==> src/rtl/alloc_arbiter.sv <==
// alloc_arbiter: round-robin arbiter/sequencer placing two clients in front of the linked-memory allocator.
// Optional feature macro ALLOC_ARB_PAIR_EN: accept an alloc and a free from opposite clients in one cycle.
module alloc_arbiter #(
  parameter int DATA_SZ = 16
) (
  input  logic               i_clk,
  input  logic               i_rst,
  input  logic               i_req0_valid,
  output logic               o_req0_ready,
  input  logic [1:0]         i_req0_op,
  input  logic [DATA_SZ-1:0] i_req0_addr,
  input  logic [DATA_SZ-1:0] i_req0_data,
  input  logic               i_req1_valid,
  output logic               o_req1_ready,
  input  logic [1:0]         i_req1_op,
  input  logic [DATA_SZ-1:0] i_req1_addr,
  input  logic [DATA_SZ-1:0] i_req1_data,
  output logic               o_rsp0_valid,
  output logic [DATA_SZ-1:0] o_rsp0_data,
  output logic               o_rsp1_valid,
  output logic [DATA_SZ-1:0] o_rsp1_data,
  output logic               o_alloc,
  output logic [DATA_SZ-1:0] o_data,
  output logic               o_free,
  output logic [DATA_SZ-1:0] o_faddr,
  output logic               o_wr,
  output logic [DATA_SZ-1:0] o_waddr,
  output logic [DATA_SZ-1:0] o_wdata,
  output logic               o_rd,
  output logic [DATA_SZ-1:0] o_raddr,
  input  logic [DATA_SZ-1:0] i_oaddr,
  input  logic [DATA_SZ-1:0] i_rdata,
  input  logic               i_err,
  output logic               o_halt
);

  typedef enum logic [1:0] {
    OP_ALLOC = 2'b00,
    OP_FREE  = 2'b01,
    OP_READ  = 2'b10,
    OP_WRITE = 2'b11
  } op_e;

  logic [1:0]         reqValid;
  op_e                reqOp   [2];
  logic [DATA_SZ-1:0] reqAddr [2];
  logic [DATA_SZ-1:0] reqData [2];

  logic               halt_q, halt_d;
  logic               lastGnt_q, lastGnt_d;
  logic [1:0]         tagValid_q, tagValid_d;
  op_e                tagOp_q [2];
  op_e                tagOp_d [2];

  logic               blocked;
  logic               pairHit;
  logic [1:0]         gnt;
  logic [1:0]         rspValid;
  logic [DATA_SZ-1:0] rspData [2];

  assign reqValid   = {i_req1_valid, i_req0_valid};
  assign reqOp[0]   = op_e'(i_req0_op);
  assign reqOp[1]   = op_e'(i_req1_op);
  assign reqAddr[0] = i_req0_addr;
  assign reqAddr[1] = i_req1_addr;
  assign reqData[0] = i_req0_data;
  assign reqData[1] = i_req1_data;

  // An error strobe belongs to the previous op, so nothing new may start in that cycle either.
  assign blocked = i_rst | i_err | halt_q;

`ifdef ALLOC_ARB_PAIR_EN
  assign pairHit = reqValid[0] && reqValid[1] &&
                   (((reqOp[0] == OP_ALLOC) && (reqOp[1] == OP_FREE)) ||
                    ((reqOp[0] == OP_FREE)  && (reqOp[1] == OP_ALLOC)));
`else
  assign pairHit = 1'b0;
`endif

  // lastGnt_q holds the id of the most recent single winner; the other id wins a tie.
  always_comb begin
    gnt = 2'b00;
    if (!blocked) begin
      if (pairHit) begin
        gnt = 2'b11;
      end else if (reqValid[0] && reqValid[1]) begin
        gnt = lastGnt_q ? 2'b01 : 2'b10;
      end else begin
        gnt = reqValid;
      end
    end
  end

  assign o_req0_ready = gnt[0];
  assign o_req1_ready = gnt[1];

  always_comb begin
    o_alloc = 1'b0;
    o_data  = '0;
    o_free  = 1'b0;
    o_faddr = '0;
    o_wr    = 1'b0;
    o_waddr = '0;
    o_wdata = '0;
    o_rd    = 1'b0;
    o_raddr = '0;
    for (int r = 0; r < 2; r++) begin
      if (gnt[r]) begin
        case (reqOp[r])
          OP_ALLOC: begin
            o_alloc = 1'b1;
            o_data  = reqData[r];
          end
          OP_FREE: begin
            o_free  = 1'b1;
            o_faddr = reqAddr[r];
          end
          OP_READ: begin
            o_rd    = 1'b1;
            o_raddr = reqAddr[r];
          end
          OP_WRITE: begin
            o_wr    = 1'b1;
            o_waddr = reqAddr[r];
            o_wdata = reqData[r];
          end
          default: ;
        endcase
      end
    end
  end

  always_comb begin
    halt_d     = halt_q | i_err;
    lastGnt_d  = lastGnt_q;
    if (gnt == 2'b01) lastGnt_d = 1'b0;
    if (gnt == 2'b10) lastGnt_d = 1'b1;
    tagValid_d = gnt;
    tagOp_d[0] = reqOp[0];
    tagOp_d[1] = reqOp[1];
  end

  always_ff @(posedge i_clk or posedge i_rst) begin
    if (i_rst) begin
      halt_q     <= 1'b0;
      lastGnt_q  <= 1'b1;
      tagValid_q <= 2'b00;
      tagOp_q[0] <= OP_ALLOC;
      tagOp_q[1] <= OP_ALLOC;
    end else begin
      halt_q     <= halt_d;
      lastGnt_q  <= lastGnt_d;
      tagValid_q <= tagValid_d;
      tagOp_q[0] <= tagOp_d[0];
      tagOp_q[1] <= tagOp_d[1];
    end
  end

  // Results are routed by the tag captured at accept time; data is zero whenever no strobe.
  always_comb begin
    rspValid   = 2'b00;
    rspData[0] = '0;
    rspData[1] = '0;
    for (int r = 0; r < 2; r++) begin
      rspValid[r] = tagValid_q[r] & ~i_err;
      if (rspValid[r]) begin
        case (tagOp_q[r])
          OP_ALLOC: rspData[r] = i_oaddr;
          OP_READ:  rspData[r] = i_rdata;
          default:  rspData[r] = '0;
        endcase
      end
    end
  end

  assign o_rsp0_valid = rspValid[0];
  assign o_rsp1_valid = rspValid[1];
  assign o_rsp0_data  = rspData[0];
  assign o_rsp1_data  = rspData[1];
  assign o_halt       = halt_q;

endmodule

==> config.mk <==
export PLATFORM = sky130hd
export DESIGN_NAME = alloc_arbiter
export DESIGN_NICKNAME = d
export VERILOG_FILES = /design/src/rtl/alloc_arbiter.sv
export SDC_FILE = /design/constraint.sdc
export NUM_CORES = 1
export LEC_CHECK = 0
export BUFFER_PORTS_ARGS = -buffer_cell sky130_fd_sc_hd__buf_2
export CAP_MARGIN = 0
export CORE_AREA = 2 2 101 79
export CTS_CLUSTER_SIZE = 28
export DETAILED_ROUTE_END_ITERATION = 16
export DIE_AREA = 0 0 103 81
export PLACE_DENSITY_LB_ADDON = 0.25
export SLEW_MARGIN = 20
export SYNTH_ARGS = -nofsm -noshare
export SYNTH_HDL_FRONTEND = slang
export SYNTH_SLANG_ARGS = --single-unit
==> constraint.sdc <==
create_clock -name i_clk -period 3.9 [get_ports i_clk]
set_clock_uncertainty 0.15 [all_clocks]
set_input_delay 0.195 -clock i_clk [delete_from_list [all_inputs] [get_ports i_clk]]
set_output_delay 0.195 -clock i_clk [all_outputs]
set_load 0.02 [all_outputs]
Word level (Yosys, flattened, before mapping). Index checks and enable logic that the tools add are counted.

Register bits: 8. Memories: 0. RAM bits: 0. Bits in read-only memories: 0. Bits in latches: 0. Input port bits: 105.

Multiply operators: 0. Shift-type cells: 0. Div/mod/pow operators: 0. Order comparisons: 0. Equality and inequality tests: 10. Reduce and logical (&&, ||, !) cells: 6. Bitwise gates (word level): 6. Add/sub/neg operators: 0. Muxes and demuxes: 45.

Operators by type and width (count): 2-to-1 mux 16 bit (22); case mux 16 bit (2 select lines) (2); 2-to-1 mux 1 bit (18); equality test 2 bit (second input constant) (7); logical NOT 2 bit (4); equality test 2 x 1 -> 1 bit (second input constant) (3); 2-to-1 mux 2 bit (3); bitwise OR 1 bit (3); AND 1 bit (2); nonzero test 2 bit (1); logical AND 1 bit (1); inverter 1 bit (1).

Logic depth before layout (Yosys ltp).
Word-level depth: 6. Mapped depth: 6. Mapped depth without buffers: 4.

Worst setup path before layout. Ideal clock, no wire load.

Path kind: reg-to-output. From: register halt_q, in the netlist o_halt. To: output port o_faddr[10]. Path slack: 1874 ps. Stages on the path, launching flop included: 5. Arrival time: 1681 ps. Path through: dfrtp_1 -> nor3_4 -> nand4_2 -> buf_4 -> a22oi_1.

Longest elaborated chain between the ends: 5.

RTL lines: from (decl) (line 49) `logic halt_q, halt_d;`; from (signal assigned) (line 151) `halt_q <= halt_d;`; bitwise OR 1 bit (*) (line 70) `assign blocked = i_rst | i_err | halt_q;`; 2-to-1 mux 2 bit (*) (line 83) `if (!blocked) begin`; 2-to-1 mux 16 bit (line 108) `if (gnt[r]) begin`; 2-to-1 mux 16 bit (line 109) `case (reqOp[r])`; 2-to-1 mux 16 bit (*) (line 108); to (decl) (line 25) `output logic [DATA_SZ-1:0] o_faddr,`.

Mark *: on every way between the ends. The rest lies on a longest branch, timed or not.

Worst setup path after layout.
From: input port i_rst. To: output port o_waddr[3].

Longest elaborated chain between the ends: 6.

RTL lines: from (decl) (line 7) `input logic i_rst,`; bitwise OR 1 bit (*) (2 in a row) (line 70); 2-to-1 mux 2 bit (*) (line 83); 2-to-1 mux 16 bit (line 108); 2-to-1 mux 16 bit (line 109); 2-to-1 mux 16 bit (*) (line 108); to (decl) (line 27) `output logic [DATA_SZ-1:0] o_waddr,`.

Marked as above.

==> metrics.cfg <==
[sta]
hold_violations=0
fin_crit_sh_pct=79.5
tns_ns=0
rsz0062_at_grt=false
maxSlewHeadroom_pct=36.4
tightest_slew_ns=0.951
fin_crit_ns=3.10
worst_slack_ns=0.798
hold_ws_ns=0.0125
slew_viol_final=0
setup_viol=0
fmax_mhz=322

[placed_design]
port_buffers=225
place_ws_ns=1.10
dp.final_hpwl_mm=8.38
gp_congestion=0.877
dp.cells=655

[layout]
final_cells=662
syn_to_final_growth_pct=43.7
post-route-util_pct=48.1
num-nets-final=664
multiInputGateArea_um2=2020
layout-drive-gt1-share_pct=46.7
regArea_um2=201
fill_cells=830
n_antenna_cell=0

[clock_network]
root_buffer=clkbuf_8
clk_pin_slew_worst_paths_ns=0.04
h-tree-depth=1
cts_tree=yes
clk_path_buf_depth=2
clk_latency_ns=0.23
cts_resized=0
clock-sinks=8
post_cts_buffers=0
cts_made_buffers=3

[global_routing]
grt_antenna_before_repair=0
grt_max_degree=39
first_global_vias=3168
grtUsageMet1_pct=33.2
met3_usage_pct=4.22
use_met2_pct=40.1
grt_util_all_layers_pct=24.0
gr-total-overflow=0
grt_pass1_wl_mm=16.1
grt.busiest_layer=met2

[power_and_ir_drop]
ir_drop_mv=0.151
cellPowerDensity_nw_per_um2=92.9
leakagePower_nw=1.91

[setup_path]
cpLargestDelayFamily=simple AND/OR/NAND/NOR gates
crit_arrival_ns=2.76
r2r-start=o_halt$_DFF_PP0_
path_cells=dlygate4sd3_1 -> buf_2 -> nor3_4 -> nand4_2 -> a22oi_1 -> buf_2
slowest_stage=nand4_2
endpoint_kind=primary output
cp_common_cell=buf_2
setup.worst_path.class=in -> out
startpoint=i_rst
crit_required_ns=3.56
path_max_fanout=33
max_stage_delay_ns=0.81
critPathLaunchType=input port
critPathBufInv=3

[route]
drt_iter0_drc=271
routed_wirelength_mm=11.3
drc_errors=0
routed-via-count=3823
post_drt_wl_per_cell_um=17.0
drt-vias-per-instance=5.77
firstDrtPassIters=5
drtAntennaViolNets=0

[floorplanning]
core_area_um2=7500
die-width_um=103
die-area_um2=8340
initial_utilization_pct=33.5
rows=28
io_pins=226
fp.dieH_um=81

[yosys]
syn_nets=475
synth_top_area_share_pct=19.1
synth_cell_type_count=34
yosysWarnings=0
post-synth-top-count-cell=nand3_1
async_reset_ff_share_pct=100
synth_area_um2=2510
avgSynthCellArea_um2=6.81
synth_common_cells=nand3_1 (65), a22oi_1 (64), o21ai_0 (64), nor2_1 (34), mux2i_1 (32)
synth_seq_cells=8
syn_inst=369
ys_top_cells_by_area=a22oi_1 (19%), nand3_1 (13%), mux2i_1 (13%), o21ai_0 (13%), dfrtp_1 (7.0%)
synth_largest_area_cell=a22oi_1
synth_edf_count=0
synth-main-ff-cell=dfrtp_1
synth_seq_area_share_pct=8.02

[flow_run]
max_cap_violations=0

[worst_hold_path]
hold_start=i_req1_op[1]
timing.hold.worst.class=in -> reg

[status]
status=finished, final reports clean

power breakdown:
group / switching, W / internal, W / leakage [nW]
clock network: 0.0000312 / 0.0000707 / 0.0228
registers: 0.00000901 / 0.0000857 / 0.0936
logic: 0.0000710 / 0.0000678 / 1.79
total: 0.000111 / 0.000224 / 1.91
final cells by class:
class / count / area share (%)
inverters: 2 / 0.208
repair buffers: 234 / 33.3
clock buffers: 4 / 1.25
well taps: 105 / 3.64
multi-input cells: 309 / 56.0
flip-flops and latches: 8 / 5.58
layer usage:
layer	vias to the layer above	part of all wire, %
met2	220	48
li1	1788	-
met5	-	0
met4	0	0.57
met3	10	9.8
met1	1805	42
worst register-to-register path: cells and delay by family, from the launching register on:
family / cells / cell delay, ns
adders and majority gates: 1 / 0.31
DFF: 1 / 0.46
muxes: 1 / 0.32
and+or+nand+nor: 2 / 0.53
worst paths after layout:
check,end,slack [ns],depth (start not counted)
setup / recovery,o_waddr[3],0.80,6
hold / removal,tagOp_q[1]$_DFF_PP0_,0.01,1
setup reg to reg,lastGnt_q$_DFFE_PP1P_,2.04,4
hold reg to reg,lastGnt_q$_DFFE_PP1P_,0.51,1
max in group asynchronous,lastGnt_q$_DFFE_PP1P_,2.95,3
min in group asynchronous,o_halt$_DFF_PP0_,0.36,3
placed cells by master, fill, tap and decap left out, types with 4 or more instances in the layout:
master and n:
a22o_2 10, dfrtp_1 7, a22o_1 6, nand2_1 4
buf_2 225, buf_4 6, a22oi_1 64, nand3_1 65
o21ai_0 64, mux2i_1 32, nor2_1 34, nor2b_1 4
metrics by stage:
stage,total power [W],instance area [um2]
after floorplan,0.000149,2510
after global placement,0.000227,3530
after detailed placement,0.000230,3530
after CTS,0.000337,3610
after global routing,0.000358,3610
final,0.000335,3610
state kept, by name (all words and copies together), names as in the netlist:
name / cells
tagOp_q: 4
tagValid_q: 2
lastGnt_q: 1
o_halt: 1
cell families after synthesis:
family	after synthesis	synth area share (%)
AND/OR/NAND/NOR	129	27.7
flip-flops	8	8.02
AO/OA/AOI/OAI	146	39.1
adder cells (fa/ha/maj)	1	0.498
multiplexers	33	13.2
buffers and inverters	52	11.5
what timing repair did:
action | CTS | global route
setup endpoints to repair | 0 | 0
hold endpoints to repair | 9 | 0
hold buffers | 3 | 0
Power figures use the tool's default switching activity.
